## config.mk

```make
export PLATFORM = sky130hd
export DESIGN_NAME = xoro_reset_seq_flat
export DESIGN_NICKNAME = d
export VERILOG_FILES = /design/src/rtl/xoro_reset_seq_pkg.sv /design/src/rtl/xoro_reset_seq_if.sv /design/src/rtl/xoro_reset_seq_debounce.sv /design/src/rtl/xoro_reset_seq.sv /design/src/flat_wrapper.sv
export SDC_FILE = /design/constraint.sdc
export NUM_CORES = 1
export LEC_CHECK = 0
export ABC_AREA = 1
export BUFFER_PORTS_ARGS = -buffer_cell sky130_fd_sc_hd__buf_2
export CAP_MARGIN = 40
export CELL_PAD_IN_SITES_DETAIL_PLACEMENT = 0
export CELL_PAD_IN_SITES_GLOBAL_PLACEMENT = 1
export CORE_MARGIN = 2
export CORE_UTILIZATION = 39
export CTS_BUF_LIST = sky130_fd_sc_hd__clkbuf_16
export CTS_CLUSTER_SIZE = 25
export DETAILED_ROUTE_END_ITERATION = 10
export PLACE_DENSITY_LB_ADDON = 0.1
export SYNTH_ARGS = -nofsm -noshare
export SYNTH_HDL_FRONTEND = slang
export SYNTH_SLANG_ARGS = --single-unit
```

## constraint.sdc

```tcl
create_clock -name clk -period 1.15 [get_ports clk]
set_input_delay 0.0575 -clock clk [delete_from_list [all_inputs] [get_ports clk]]
set_output_delay 0.0575 -clock clk [all_outputs]
set_load 0.05 [all_outputs]
```

## src/rtl/xoro_reset_seq_pkg.sv

```systemverilog
// Shared types for the xoro reset sequencer: FSM state encoding, reset-cause codes
// and the counter-width helper used by every counter in the block.
package xoro_pkg;

  typedef enum logic [1:0] {
    ST_IDLE    = 2'd0,
    ST_ASSERT  = 2'd1,
    ST_RELEASE = 2'd2
  } state_e;

  localparam logic [1:0] CAUSE_POR  = 2'b00;
  localparam logic [1:0] CAUSE_SW   = 2'b01;
  localparam logic [1:0] CAUSE_BTN  = 2'b10;
  localparam logic [1:0] CAUSE_BOTH = 2'b11;

  // A counter whose terminal value is 0 still needs one bit to exist.
  function automatic int cnt_width(input int max_val);
    return (max_val < 1) ? 1 : $clog2(max_val + 1);
  endfunction

endpackage

```

## src/rtl/xoro_reset_seq_if.sv

```systemverilog
// Request/status bundle between the SoC-level reset controller logic and the sequencer.
interface xoro_reset_seq_if #(
  parameter int N_OUT = 3
);

  logic             btn_in;
  logic             sw_req;
  logic [N_OUT-1:0] rst_n_out;
  logic             busy;
  logic             done;
  logic [1:0]       cause;

  modport master (
    output btn_in, sw_req,
    input  rst_n_out, busy, done, cause
  );

  modport slave (
    input  btn_in, sw_req,
    output rst_n_out, busy, done, cause
  );

endinterface

```

## src/rtl/xoro_reset_seq_debounce.sv

```systemverilog
// Push-button conditioner: 2-FF synchroniser followed by a stability counter.
// Produces the debounced pressed level and a one-cycle pulse on each new press.
module xoro_debounce
  import xoro_pkg::*;
#(
  parameter int DEBOUNCE_CYCLES = 1000,
  parameter bit BTN_ACTIVE_LOW  = 1'b1
) (
  input  logic clk,
  input  logic reset,
  input  logic btn_in,
  output logic level,
  output logic press
);

  localparam int          CW       = cnt_width(DEBOUNCE_CYCLES - 1);
  localparam logic [CW-1:0] CNT_LAST = CW'(DEBOUNCE_CYCLES - 1);
  localparam logic        IDLE_RAW = BTN_ACTIVE_LOW;

  logic          sync1_q, sync1_d;
  logic          sync2_q, sync2_d;
  logic          level_q, level_d;
  logic          press_q, press_d;
  logic [CW-1:0] cnt_q, cnt_d;
  logic          sync_pressed;

  assign sync_pressed = sync2_q ^ IDLE_RAW;

  // The counter only runs while the synchronised input disagrees with the held level.
  always_comb begin
    sync1_d = btn_in;
    sync2_d = sync1_q;
    cnt_d   = '0;
    level_d = level_q;
    press_d = 1'b0;
    if (sync_pressed != level_q) begin
      if (cnt_q == CNT_LAST) begin
        level_d = sync_pressed;
        press_d = sync_pressed;
      end else begin
        cnt_d = cnt_q + 1'b1;
      end
    end
  end

  always_ff @(posedge clk) begin
    if (reset) begin
      sync1_q <= IDLE_RAW;
      sync2_q <= IDLE_RAW;
      level_q <= 1'b0;
      press_q <= 1'b0;
      cnt_q   <= '0;
    end else begin
      sync1_q <= sync1_d;
      sync2_q <= sync2_d;
      level_q <= level_d;
      press_q <= press_d;
      cnt_q   <= cnt_d;
    end
  end

  assign level = level_q;
  assign press = press_q;

endmodule

```

## src/rtl/xoro_reset_seq.sv

```systemverilog
// xoro SoC reset sequencer: merges power-on, button and software requests into a
// programmable-length reset and releases N_OUT active-low resets in staged order.
module xoro_reset_seq
  import xoro_pkg::*;
#(
  parameter int N_OUT           = 3,
  parameter int HOLD_CYCLES     = 16,
  parameter int STAGE_GAP       = 4,
  parameter int DEBOUNCE_CYCLES = 1000,
  parameter bit BTN_ACTIVE_LOW  = 1'b1
) (
  input  logic            clk,
  input  logic            reset,
  xoro_reset_seq_if.slave bus
);

  localparam int HW = cnt_width(HOLD_CYCLES - 1);
  localparam int GW = cnt_width(STAGE_GAP - 1);
  localparam int SW = cnt_width(N_OUT - 1);

  localparam logic [HW-1:0] HOLD_LAST  = HW'(HOLD_CYCLES - 1);
  localparam logic [GW-1:0] GAP_LAST   = GW'(STAGE_GAP - 1);
  localparam logic [SW-1:0] STAGE_LAST = SW'(N_OUT - 1);

  state_e           state_q, state_d;
  logic [HW-1:0]    hold_q, hold_d;
  logic [GW-1:0]    gap_q, gap_d;
  logic [SW-1:0]    stage_q, stage_d;
  logic [N_OUT-1:0] rst_n_q, rst_n_d;
  logic             done_q, done_d;
  logic [1:0]       cause_q, cause_d;

  logic btn_level;
  logic btn_press;
  logic req;

  xoro_debounce #(
    .DEBOUNCE_CYCLES (DEBOUNCE_CYCLES),
    .BTN_ACTIVE_LOW  (BTN_ACTIVE_LOW)
  ) u_debounce (
    .clk    (clk),
    .reset  (reset),
    .btn_in (bus.btn_in),
    .level  (btn_level),
    .press  (btn_press)
  );

  assign req = bus.sw_req | btn_press;

  always_ff @(posedge clk) begin
    if (reset) begin
      state_q <= ST_ASSERT;
      hold_q  <= '0;
      gap_q   <= '0;
      stage_q <= '0;
      rst_n_q <= '0;
      done_q  <= 1'b0;
      cause_q <= CAUSE_POR;
    end else begin
      state_q <= state_d;
      hold_q  <= hold_d;
      gap_q   <= gap_d;
      stage_q <= stage_d;
      rst_n_q <= rst_n_d;
      done_q  <= done_d;
      cause_q <= cause_d;
    end
  end

  // A held button pins the sequence at the start of ASSERT until it is released.
  always_comb begin
    state_d = state_q;
    hold_d  = hold_q;
    gap_d   = gap_q;
    stage_d = stage_q;
    if (req || btn_level) begin
      state_d = ST_ASSERT;
      hold_d  = '0;
      gap_d   = '0;
      stage_d = '0;
    end else begin
      case (state_q)
        ST_ASSERT: begin
          if (hold_q == HOLD_LAST) begin
            gap_d = '0;
            if (N_OUT == 1) begin
              state_d = ST_IDLE;
            end else begin
              state_d = ST_RELEASE;
              stage_d = SW'(1);
            end
          end else begin
            hold_d = hold_q + 1'b1;
          end
        end
        ST_RELEASE: begin
          if (gap_q == GAP_LAST) begin
            gap_d = '0;
            if (stage_q == STAGE_LAST) begin
              state_d = ST_IDLE;
            end else begin
              stage_d = stage_q + 1'b1;
            end
          end else begin
            gap_d = gap_q + 1'b1;
          end
        end
        default: ;
      endcase
    end
  end

  always_comb begin
    rst_n_d = rst_n_q;
    done_d  = 1'b0;
    cause_d = cause_q;
    if (req) begin
      if (btn_press) begin
        cause_d = bus.sw_req ? CAUSE_BOTH : CAUSE_BTN;
      end else begin
        cause_d = CAUSE_SW;
      end
    end
    if (req || btn_level) begin
      rst_n_d = '0;
    end else begin
      case (state_q)
        ST_ASSERT: begin
          if (hold_q == HOLD_LAST) begin
            rst_n_d[0] = 1'b1;
            done_d     = (N_OUT == 1);
          end
        end
        ST_RELEASE: begin
          if (gap_q == GAP_LAST) begin
            rst_n_d[stage_q] = 1'b1;
            done_d           = (stage_q == STAGE_LAST);
          end
        end
        default: ;
      endcase
    end
  end

  assign bus.rst_n_out = rst_n_q;
  assign bus.busy      = ~&rst_n_q;
  assign bus.done      = done_q;
  assign bus.cause     = cause_q;

endmodule
```

## src/flat_wrapper.sv

```systemverilog
// flat-port wrapper written by rule: the top's interface ports become plain ports
module xoro_reset_seq_flat import xoro_pkg::*;
#(
  parameter int N_OUT           = 3,
  parameter int HOLD_CYCLES     = 16,
  parameter int STAGE_GAP       = 4,
  parameter int DEBOUNCE_CYCLES = 1000,
  parameter bit BTN_ACTIVE_LOW  = 1'b1
)
  (clk, reset, bus_btn_in, bus_sw_req, bus_rst_n_out, bus_busy, bus_done, bus_cause);
  xoro_reset_seq_if #(.N_OUT(N_OUT)) bus_i ();
  input  logic clk;
  input  logic reset;
  input wire logic [$bits(bus_i.btn_in)-1:0] bus_btn_in;
  input wire logic [$bits(bus_i.sw_req)-1:0] bus_sw_req;
  output wire logic [$bits(bus_i.rst_n_out)-1:0] bus_rst_n_out;
  output wire logic [$bits(bus_i.busy)-1:0] bus_busy;
  output wire logic [$bits(bus_i.done)-1:0] bus_done;
  output wire logic [$bits(bus_i.cause)-1:0] bus_cause;
  assign bus_i.btn_in = bus_btn_in;
  assign bus_i.sw_req = bus_sw_req;
  assign bus_rst_n_out = bus_i.rst_n_out;
  assign bus_busy = bus_i.busy;
  assign bus_done = bus_i.done;
  assign bus_cause = bus_i.cause;
  xoro_reset_seq #(.N_OUT(N_OUT), .HOLD_CYCLES(HOLD_CYCLES), .STAGE_GAP(STAGE_GAP), .DEBOUNCE_CYCLES(DEBOUNCE_CYCLES), .BTN_ACTIVE_LOW(BTN_ACTIVE_LOW)) u_core (.clk(clk), .reset(reset), .bus(bus_i));
endmodule
```

Word level (Yosys, flattened, before mapping):

Index checks and enable logic that the tools add are counted.

* $add $sub $neg: 4
* equality and inequality tests: 11
* mux-type cells: 18
* bitwise operators: 8
* reductions and logical operators: 16
* order comparisons: 2

Operators by type and width (number)
* two-way mux 2 bit: 9
* one-hot mux 2 bit (2 select lines): 3
* adder 10 x 1 -> 10 bit (second input constant): 1
* == test 10 bit (second input constant): 1
* AND reduction 2 bit: 4
* AND reduction 4 bit: 2
* == test 2 bit (second input constant): 3
* inequality test 2 x 1 -> 1 bit (second input constant): 3
* NOT 1 bit: 6
* AND reduction 3 bit: 2
* OR reduction 3 bit: 2
* adder 2 x 1 -> 2 bit (second input constant): 2
* adder 4 x 1 -> 4 bit (second input constant): 1
* == test 4 bit (second input constant): 1
* two-way mux 1 bit: 4
* OR reduction 4 bit: 1
* less-than comparator 2 x 3 -> 1 bit (second input constant): 1
* OR 3 bit: 1
* demux 1 bit (select 2 bit): 1
* == test 2 x 1 -> 1 bit (second input constant): 1
* greater-or-equal comparator 2 x 1 -> 1 bit (second input constant): 1
* inequality test 2 bit (second input constant): 1
* one-hot mux 1 bit (2 select lines): 1
* nonzero test 2 bit: 1
* 6 further kinds: 6

* word-level logic and storage cells: 72
* output and inout bits: 7
* input bits: 4
* register bits after elaboration: 30

Depth between registers and ports, before layout:

Gate-level depths: netlist of the first run.

* depth in word-level cells: 7
* mapped depth: 9
* gate-level depth less buffers: 8

By module:

From an unflattened synthesis of the first run, not the netlist that was laid out.

* cells, all modules: 181
* area total of the unflattened synthesis: 1397.6 um2

By module, submodules not included
* xoro_reset_seq: sequential area each 320.3 um2, cells an instance 101, instances 1, area each 755.7 um2
* xoro_debounce: sequential area each 280.3 um2, cells an instance 80, instances 1, area each 641.9 um2

Worst setup path after synthesis of the first run:

Ideal clock, no wire load.

* path kind: register -> output
* from: reg u_core.rst_n_q[0], in the netlist u_core.bus.rst_n_out[0]
* to: out bus_busy
* slack: -0.065 ns
* buffers on the path: 0
* cell stages (with the launch flop): 2
* required time: 1.092 ns
* arrival time: 1.157 ns
* cell sequence: dfxtp_1 -> nand3_1

* longest elaborated chain between the ends: 2

RTL lines
* from (decl): RTL line xoro_reset_seq.sv:29 `logic [N_OUT-1:0] rst_n_q, rst_n_d;`
* from (signal assigned): RTL line xoro_reset_seq.sv:64 `rst_n_q <= rst_n_d;`
* AND reduction 3 bit: RTL line xoro_reset_seq.sv:146 `assign bus.busy = ~&rst_n_q;`
* zero test 1 bit: RTL line xoro_reset_seq.sv:146
* to (decl): RTL line flat_wrapper.sv:17 `output wire logic [$bits(bus_i.busy)-1:0] bus_busy;`

No other way between the ends.

Worst setup path after layout of the first run:

* from: reg u_core.state_q[0]
* to: reg u_core.state_q[1]

* longest elaborated chain between the ends: 3
* elaborated cells between the ends (all ways): 8
* classes of those cells: eq/ne: 5; mux: 1; reduce/logical: 2

RTL lines
* from (decl): RTL line xoro_reset_seq.sv:25 `state_e state_q, state_d;`
* from (signal assigned): RTL line xoro_reset_seq.sv:60 `state_q <= state_d;`
* == test 2 bit or == test 2 x 1 -> 1 bit (tied branches): RTL line xoro_reset_seq.sv:82 `case (state_q)`
* inequality test 2 x 1 -> 1 bit (no line) or nonzero test 2 bit (tied branches)
* AND reduction 4 bit (no line)

Parallel ways exist; a longest one is shown, timed or not.
A chain may end at the register's enable or synchronous reset.

==> out/results.ini, run 1 <==
[cts]
htreeDepth=2
numCtsBuffers=5
clock-sinks=30
clk_path_buf_depth=2
clock_latency_ns=0.27
cts-root-buf=clkbuf_16
path_clk_slew_ns=0.05
cts_tree=yes

[logic_synthesis]
yosysWarnings=0
synthDistinctLibCells=25
synth_seq_cells=30
synth_fp_nets=202
synthCells=190
ys_seq_area_share_pct=41.7
syn_avg_cell_area_sq_um=7.58
syn_area_sq_mm=0.00144

[floorplanning]
io_pins=11
die_h_um=64.8
rows=22
coreArea_sq_mm=0.00361
dieArea_sq_mm=0.00419
start_util_pct=39.9
fp.dieW_um=64.8

[power_and_ir_drop]
p_int_mw=1.85
p_leak_nw=0.816
p_clk_share_pct=50.6
p_comb_share_pct=3.5
irDropWorstVdd_mv=0.666
p_sw_share_pct=19.6
p_sw_mw=0.450
pwr-share-seq_pct=45.9
power_density_mw_per_mm2=1130

[critical_path]
rr_endpoint=u_core.state_q[1]
crit_fanout=6
arrival_ns=1.34
slowest_delay_ns=0.35
critPathRequiredTime_ns=1.35
cp-end-kind=flip-flop
reg2reg_from=u_core.state_q[0]
path_cells=inv_2, ha_4, inv_4, a21o_1, nand3_2, nand2_2, a21oi_2
worstSetupStartpointType=flip-flop
crit_type=reg -> reg
cp_top_family=flip-flops
crit_slowest_cell=dfxtp_4
ff2ff_setup_slack_ns=0.001
r2r_cells=7
cp.buffers_inverters=2

[global_route]
grt_max_degree=10
grt_pass1_vias=1219
gr-usage-all-layers_pct=15.6
grt.overflow.total=0
grt_pass1_wl_mm=5.04
antenna_found_initial=0

[status]
status=complete, no violations

[route]
wl_per_cell_um=11.0
wirelength_mm=3.01
drtIter0Drc=35
vias=1260
drc=0
drtPass1Iterations=4
ant_nets=0
via_per_inst=4.58

[finish]
syn2layout_area_growth_pct=40.8
drive_gt1_share_pct=40.5
fillers=340
nNetsFinal=239
antennaDiodeCount=0
finish.utilization_pct=56.2

[placement]
gp_congestion=0.815
post-place-ws_ns=-0.153
hpwl_mm=2.00
io_buffer_count=10

[sta]
worst_slew_pin_slew_ns=0.262
rsz0062_at_grt=yes
fin_crit_ns=1.15
max_freq_mhz=871
maxSlewViolCount=0
hold_viol_final=0
fin_hold_ws_ns=0.0686
fin_ws_ns=0.00135
period_share_pct=99.9
setup_viol=0
relSlewSlack_pct=82.5
fin_skew_ns=0.00400

[flow_run]
cap_violations=0

[min_path]
min_to=u_core.bus.cause[0]
min-delay-start=reset
min_path_cells=2
hold_class=in -> reg

==> state kept, by name, summed over array words and instances (netlist names) <==
signal / count
u_core.bus.cause: 2
u_core.bus.done: 1
u_core.bus.rst_n_out: 3
u_core.gap_q: 2
u_core.hold_q: 4
u_core.stage_q: 2
u_core.state_q: 2
u_core.u_debounce.cnt_q: 10
u_core.u_debounce.level: 1
u_core.u_debounce.press: 1
u_core.u_debounce.sync1_q: 1
u_core.u_debounce.sync2_q: 1
==> layer usage <==
metal,vias to the layer above,track usage (%),wire length (um),share of wire [%]
met1,572,17.0,1360,45
met2,12,28.2,1530,51
li1,669,-,-,-
met5,-,0,0,0
met4,0,7.18,51,1.7
met3,7,3.65,76,2.5
==> synth_stat cells <==
cell type | instances | area [sq um]
nand2_1 | 47 | 176
dfxtp_1 | 30 | 601
inv_1 | 29 | 109
nor2_1 | 20 | 75.1
a21oi_1 | 15 | 75.1
ha_1 | 8 | 100
nand3_1 | 6 | 30.0
nand4_1 | 4 | 25.0
nor2_2 | 4 | 25.0
xor2_1 | 4 | 35.0
nand3_2 | 3 | 30.0
nor3_1 | 3 | 15.0
inv_2 | 2 | 7.51
nand2_4 | 2 | 22.5
o21ai_0 | 2 | 10.0
or2_2 | 2 | 12.5
a21o_1 | 1 | 7.51
buf_6 | 1 | 11.3
nand3b_1 | 1 | 7.51
nor2_4 | 1 | 11.3
nor3_4 | 1 | 16.3
o211ai_1 | 1 | 7.51
o21ai_1 | 1 | 5.00
o21ai_2 | 1 | 8.76
o21ai_4 | 1 | 16.3
==> repair_timing <==
| item | 4_1_cts | 5_1_grt |
|---|---|---|
| setup buffers | 2 | 1 |
| hold buffers | 1 | 0 |
| endpoints found under the hold margin | 1 | 0 |
| setup endpoints to repair | 20 | 17 |
| pin swaps | 6 | 15 |
| resized for setup | 22 | 32 |
| gates cloned | 2 | 0 |
==> worst max path at each step <==
stage                                     startpoint                          to  depth (start not counted)
final                              u_core.state_q[0]           u_core.state_q[1]                          7
after CTS                 u_core.u_debounce.cnt_q[1]  u_core.u_debounce.cnt_q[9]                          8
after floorplan                     u_core.hold_q[0]             u_core.gap_q[0]                          6
after global routing               u_core.state_q[0]           u_core.state_q[1]                          7
after global placement             u_core.state_q[0]           u_core.state_q[1]                          7
after detailed placement           u_core.state_q[0]           u_core.state_q[1]                          7
==> cell families (layout without fill, tap and decap cells) <==
| group | after synthesis | after routing | synth area share [%] |
|---|---|---|---|
| buf+inv | 32 | 67 | 8.86 |
| fa+ha+maj | 8 | 8 | 6.95 |
| xor+xnor | 4 | 4 | 2.43 |
| simple gates | 94 | 96 | 31.0 |
| flops | 30 | 30 | 41.7 |
| compound gates | 22 | 22 | 9.04 |
==> cells in the final DEF (no fill, tap or decap), drive strengths merged <==
cell type and count:
nand3b 1, a21oi 15, clkbuf 5, buf 28, nand4 4, o21ai 5
nor3 4, nor2 25, or2 2, nand2 51, ha 8, dlygate4sd3 1
xor2 4, o211ai 1, a21o 1, dfxtp 30, inv 33, nand3 9
==> worst reg2reg max path: stages (launching register included) <==
cell,delay [ns]
dfxtp_4,0.35
inv_2,0.06
ha_4,0.19
inv_4,0.07
a21o_1,0.16
nand3_2,0.08
nand2_2,0.05
a21oi_2,0.11
==> final cells by class <==
cell class | count | area (sq um) | share of cell area (%)
clock buffers | 5 | 125 | 6.17
clock inverters | 2 | 7.51 | 0.370
inverters | 31 | 121 | 5.98
multi-input cells | 130 | 901 | 44.4
flip-flops and latches | 30 | 618 | 30.5
well taps | 48 | 60.1 | 2.96
repair buffers | 29 | 195 | 9.62
==> power by group through the flow <==
stage	clock (mW)	combinational [mW]	sequential, mW
6_report	1.16	0.0802	1.06
5_1_grt	1.26	0.0893	1.06
4_1_cts	1.21	0.0788	1.06
3_5_place_dp	0	0.0733	1.08
3_3_place_gp	0	0.0714	1.08
2_1_floorplan	0	0.0339	1.09
==> metrics by stage <==
stage	TNS, ns	instance area (sq um)	power, mW	cells
2_1_floorplan	0	1450	1.12	190
3_3_place_gp	-0.671	1660	1.15	262
3_5_place_dp	-0.945	1660	1.15	262
4_1_cts	-0.00599	1920	2.35	274
5_1_grt	-0.258	2030	2.40	275
6_report	0	2030	2.30	275
No activity file was read; power rests on OpenSTA's default activity.
==> run 2: changes to the inputs <==
--- a/config.mk
+++ b/config.mk
@@ -5,7 +5,6 @@
 export SDC_FILE = /design/constraint.sdc
 export NUM_CORES = 1
 export LEC_CHECK = 0
-export ABC_AREA = 1
 export BUFFER_PORTS_ARGS = -buffer_cell sky130_fd_sc_hd__buf_2
 export CAP_MARGIN = 40
 export CELL_PAD_IN_SITES_DETAIL_PLACEMENT = 0
==> run 2 against run 1 <==
  * The run now ends with setup timing left
  * Sequential cell count stayed put
  * Critical endpoint is now u_core.state_q[0]
  * Hold slack lost 0.019 ns
  * Critical path type unchanged
  * Sequential power is essentially flat
  * Design area grew 11%
  * Count of clock-buffer cells in the layout did not move
==> out/results.ini, run 2 <==
[status]
status=complete, but fails checks
violations=setup timing

[cts]
numCtsBuffers=5
clk_path_buf_depth=2
cts_tree=yes
htreeDepth=2
path_clk_slew_ns=0.05
clock-sinks=30
cts-root-buf=clkbuf_16
clock_latency_ns=0.27

[min_path]
hold_class=in -> reg
min_to=u_core.bus.cause[0]
min_path_cells=3
min-delay-start=bus_sw_req

[critical_path]
r2r_cells=3
reg2reg_from=u_core.u_debounce.level
arrival_ns=1.42
worstSetupStartpointType=flip-flop
startpoint=u_core.u_debounce.level
ff2ff_setup_slack_ns=-0.11
crit_type=reg -> reg
critPathRequiredTime_ns=1.31
cp-end-kind=flip-flop
rr_endpoint=u_core.state_q[0]
crit_fanout=7

[placement]
hpwl_mm=1.95
io_buffer_count=10
gp_congestion=0.742

[route]
vias=1238
ant_nets=0
drtIter0Drc=53
drc=0
drtPass1Iterations=4
via_per_inst=4.84
wirelength_mm=3.19
wl_per_cell_um=12.5

[finish]
most-common-layout-cells=buf_4 (35), dfxtp_1 (18), nor2_1 (14), buf_6 (11), dfxtp_2 (11)
nNetsFinal=221
syn2layout_area_growth_pct=72.1
largest_reg_flops=10
antennaDiodeCount=0
finish.utilization_pct=68.7
final_common_cell=buf_4
regMostFlops=u_core.u_debounce.cnt_q
drive_gt1_share_pct=60.0

[global_route]
grt_pass1_wl_mm=4.81
use_met3_pct=3.73
grt.overflow.total=0
grt_max_degree=10
gr-usage-all-layers_pct=17.5
use_met1_pct=20.2
grt_pass1_vias=1137
antenna_found_initial=0
grt_most_used_layer=met2
grt_use_met2_pct=30.1

[power_and_ir_drop]
p_sw_share_pct=21.3
p_int_mw=1.88
irDropWorstVdd_mv=1.08
p_sw_mw=0.507
p_leak_nw=0.901
p_clk_share_pct=51.7
p_comb_share_pct=3.9
pwr-share-seq_pct=44.4
power_density_mw_per_mm2=1060

[logic_synthesis]
synthCells=148
synth_top_family_by_area=simple AND/OR/NAND/NOR gates
synth.most_common_cell=dfxtp_1
async_flop_share_pct=0
yosys.area.top_type=dfxtp_1
synth-simple-area-share_pct=24.5
synth_fp_nets=160
syn_avg_cell_area_sq_um=8.86
synth_xor_area_share_pct=6.68
synth_top_area_share_pct=45.8
yosysWarnings=0
synth-adder-area-share_pct=7.63
synth-compound-area-share_pct=11.3
muxShareOfSynthArea_pct=0
synthDistinctLibCells=32
synth_enable_flop_cells=0
ys_seq_area_share_pct=45.8
ys.flop_type=dfxtp_1
synth_seq_cells=30
synth_area_leaders=dfxtp_1 (46%), ha_1 (7.6%), nor2_1 (5.2%)
syn_area_sq_mm=0.00131
synth_common_cells=dfxtp_1 (30), nor2_1 (18), a21oi_1 (13)

[sta]
relSlewSlack_pct=81.8
maxSlewViolCount=0
worst_slew_pin_slew_ns=0.270
fin_tns_setup_ns=-1.41
fin_hold_ws_ns=0.0498
fin_crit_ns=1.26
hold_viol_final=0
fin_skew_ns=0.00670
rsz0062_at_grt=yes
max_freq_mhz=793
period_share_pct=110
fin_ws_ns=-0.111
setup_viol=19

[floorplanning]
io_pins=11
coreArea_sq_mm=0.00328
die_h_um=62.0
fp.dieW_um=62.0
dieArea_sq_mm=0.00384
start_util_pct=39.9
rows=21

[flow_run]
cap_violations=0

==> run 2: cell count changes in the layout (fill, tap and decap cells not counted), moves of 4 or more <==
| cell | previous run | this run |
|---|---|---|
| a21oi_1 | 14 | 5 |
| a21oi_2 | 1 | 8 |
| buf_4 | 18 | 35 |
| buf_6 | 0 | 11 |
| inv_1 | 23 | 4 |
| inv_2 | 8 | 1 |
| nand2_1 | 41 | 9 |
| nand2_2 | 6 | 1 |
| nor2_1 | 18 | 14 |
| xnor2_1 | 0 | 5 |
==> run 2: worst max-delay path by stage <==
stage               slack, ns                       to  cells past startpoint
finish                  -0.11        u_core.state_q[0]                      3
global route            -0.17  u_core.u_debounce.level                      5
CTS                     -0.11  u_core.u_debounce.level                      5
detailed placement      -0.16        u_core.stage_q[0]                      3
global placement        -0.13        u_core.stage_q[0]                      3
floorplan               -0.09        u_core.stage_q[0]                      7
==> run 2: metal layers <==
layer	up-vias	routed length, um
li1	623	-
met1	590	1330
met2	16	1720
met3	9	72
met4	0	76
met5	-	0
==> run 2: timing repair <==
action                                 CTS  global route
hold buffers                             2             0
setup endpoints to repair               22            25
endpoints found under the hold margin    2             0
pin swaps                               11            22
gates cloned                             1             0
gates resized for setup                 44            26
buffers inserted                         4             9
==> run 2: critical path: stages, from the launching register on <==
cell	delay, ns
dfxtp_2	0.31
or4_4	0.53
buf_6	0.16
o21bai_1	0.14
==> run 2: cell type report <==
type,count,area (sq um)
clock buffers,5,125
clock inverters,3,12.5
fillers,269,1030
inverters,6,27.5
multi-input cells,107,940
flip-flops and latches,30,618
well taps,46,57.6
repair buffers,59,477
==> run 2: per-stage QoR <==
stage	std cells	total power [mW]	instance area [sq um]	setup WS (ns)
after floorplan	148	1.12	1390	-0.0922
after global placement	233	1.14	1700	-0.134
after detailed placement	233	1.14	1700	-0.163
after CTS	248	2.40	2060	-0.113
after global routing	256	2.46	2260	-0.170
final	256	2.38	2260	-0.111
==> run 2: cells by family (layout without fill, tap and decap cells) <==
logic type | Yosys count | in the layout
buf+inv | 11 | 73
compound gates | 26 | 26
fa+ha+maj | 8 | 8
xor+xnor | 10 | 10
flops | 30 | 30
simple gates | 63 | 63
==> run 2: power groups by stage <==
stage               registers [mW]  clock network, mW  logic, mW
CTS                           1.06               1.25     0.0890
floorplan                     1.09                  0     0.0291
finish                        1.06               1.23     0.0929
detailed placement            1.08                  0     0.0645
global placement              1.08                  0     0.0623
global route                  1.06               1.30      0.102
==> run 3: changes to the inputs <==
--- a/config.mk
+++ b/config.mk
@@ -10,9 +10,8 @@
 export CELL_PAD_IN_SITES_DETAIL_PLACEMENT = 0
 export CELL_PAD_IN_SITES_GLOBAL_PLACEMENT = 1
 export CORE_MARGIN = 2
-export CORE_UTILIZATION = 39
+export CORE_UTILIZATION = 47
 export CTS_BUF_LIST = sky130_fd_sc_hd__clkbuf_16
-export CTS_CLUSTER_SIZE = 25
 export DETAILED_ROUTE_END_ITERATION = 10
 export PLACE_DENSITY_LB_ADDON = 0.1
 export SYNTH_ARGS = -nofsm -noshare
==> constraint.sdc (replaced) <==
create_clock -name clk -period 1.55 [get_ports clk]
set_input_delay 0.0775 -clock clk [delete_from_list [all_inputs] [get_ports clk]]
set_output_delay 0.0775 -clock clk [all_outputs]
set_load 0.05 [all_outputs]
==> run 3 against run 2 <==
  * The flow now finishes without violations
  * Sequential share of layout area grew 10 points
  * Non-clock buffer count shrank 41
  * Die area shrank 16%
  * Count of clock-buffer cells in the layout is the same
  * Hold slack gained 0.010 ns
  * Critical path depth grew 2
  * Global-route usage shrank 0.68 points
  * Power shrank 21%
==> out/results.ini, run 3 (synthesized netlist as in run 2, its figures left out) <==
[status]
status=complete, no violations

[finish]
largest_reg_flops=10
regMostFlops=u_core.u_debounce.cnt_q
nNetsFinal=180
syn2layout_area_growth_pct=22.3
antennaDiodeCount=0
drive_gt1_share_pct=20.1
most-common-layout-cells=dfxtp_1 (30), nor2_1 (18), a21oi_1 (13), nand2_1 (11)
final_common_cell=dfxtp_1
finish.utilization_pct=59.2

[placement]
post-place-ws_ns=0.113
io_buffer_count=10
gp_congestion=0.795
hpwl_mm=1.71

[floorplanning]
die_h_um=56.8
io_pins=11
coreArea_sq_mm=0.00271
rows=19
start_util_pct=48.4
fp.dieW_um=56.8
dieArea_sq_mm=0.00323

[cts]
numCtsBuffers=5
clock-sinks=30
cts_tree=yes
path_clk_slew_ns=0.05
post-cts-setup-buffers=0
cts-root-buf=clkbuf_16
clk_path_buf_depth=2
htreeDepth=2
clock_latency_ns=0.27

[power_and_ir_drop]
p_leak_nw=0.656
power_density_mw_per_mm2=1180
irDropWorstVdd_mv=0.871

[global_route]
grt.overflow.total=0
gr-usage-all-layers_pct=16.8
antenna_found_initial=0
grt_pass1_vias=1046
grt_pass1_wl_mm=4.22
grt_max_degree=15

[critical_path]
arrival_ns=1.63
cp-end-kind=flip-flop
r2r_cells=5
crit_fanout=5
crit_type=reg -> reg
critPathRequiredTime_ns=1.75
worstSetupStartpointType=flip-flop

[route]
ant_nets=0
drtPass1Iterations=4
via_per_inst=5.14
wl_per_cell_um=11.5
vias=1027
wirelength_mm=2.29
drtIter0Drc=14
drc=0

[sta]
fin_skew_ns=0.00368
maxSlewViolCount=0
relSlewSlack_pct=81.4
worst_slew_pin_slew_ns=0.279
setup_viol=0
period_share_pct=92.1
rsz0062_at_grt=yes
max_freq_mhz=701
fin_crit_ns=1.43
hold_viol_final=0
fin_ws_ns=0.123

[min_path]
min_path_cells=2
hold_class=in -> reg

[flow_run]
cap_violations=0

==> run 3: critical path, cell delays in order, from the launching register on <==
cell,delay (ns)
dfxtp_1,0.35
ha_2,0.22
and4bb_2,0.24
nand3_1,0.14
or2_2,0.30
a21oi_1,0.11
==> run 3: metal layers <==
metal / wire [um] / share of wire, % / vias up / track usage [%]
li1: - / - / 546 / -
met1: 1060 / 46 / 465 / 19.0
met2: 1160 / 50 / 14 / 29.2
met3: 55 / 2.4 / 2 / 4.84
met4: 20 / 0.87 / 0 / 6.98
met5: 0 / 0 / - / 0
==> run 3: final timing paths <==
path	slack [ns]	to	from
hold reg to reg	0.42	u_core.u_debounce.sync2_q	u_core.u_debounce.sync1_q
setup reg to reg	0.12	u_core.u_debounce.level	u_core.u_debounce.cnt_q[0]
setup / recovery	0.12	u_core.u_debounce.level	u_core.u_debounce.cnt_q[0]
hold / removal	0.06	u_core.u_debounce.level	reset
==> run 3: power breakdown <==
| part | internal (mW) | switching, mW | total (mW) |
|---|---|---|---|
| registers | 0.780 | 0.00489 | 0.785 |
| logic | 0.0160 | 0.0232 | 0.0392 |
| clock network | 0.749 | 0.312 | 1.06 |
| total | 1.55 | 0.340 | 1.89 |
==> run 3: stage by stage <==
| step | std cells | instance area [sq um] | power (mW) | hold slack (ns) | TNS [ns] |
|---|---|---|---|---|---|
| 3_5_place_dp | 191 | 1420 | 0.838 | 0.262 | 0 |
| 5_1_grt | 200 | 1600 | 1.96 | 0.0851 | -0.0284 |
| 4_1_cts | 200 | 1600 | 1.91 | 0.0559 | 0 |
| 2_1_floorplan | 148 | 1310 | 0.827 | 0.147 | 0 |
| 6_report | 200 | 1600 | 1.89 | 0.0602 | 0 |
| 3_3_place_gp | 191 | 1420 | 0.838 | 0.264 | 0 |
==> run 3: repair_timing <==
action                     4_1_cts  5_1_grt
hold buffers                     1        0
hold endpoints to repair         1        0
gates resized for setup          0        5
setup endpoints to repair        0        4
==> run 3: cell type report <==
type	count	area, sq um
Clock buffer	5	125
Clock inverter	3	40.0
Fill cell	260	1110
Inverter	6	22.5
Multi-Input combinational cell	107	664
Sequential cell	30	601
Tap cell	31	38.8
Timing Repair Buffer	18	113
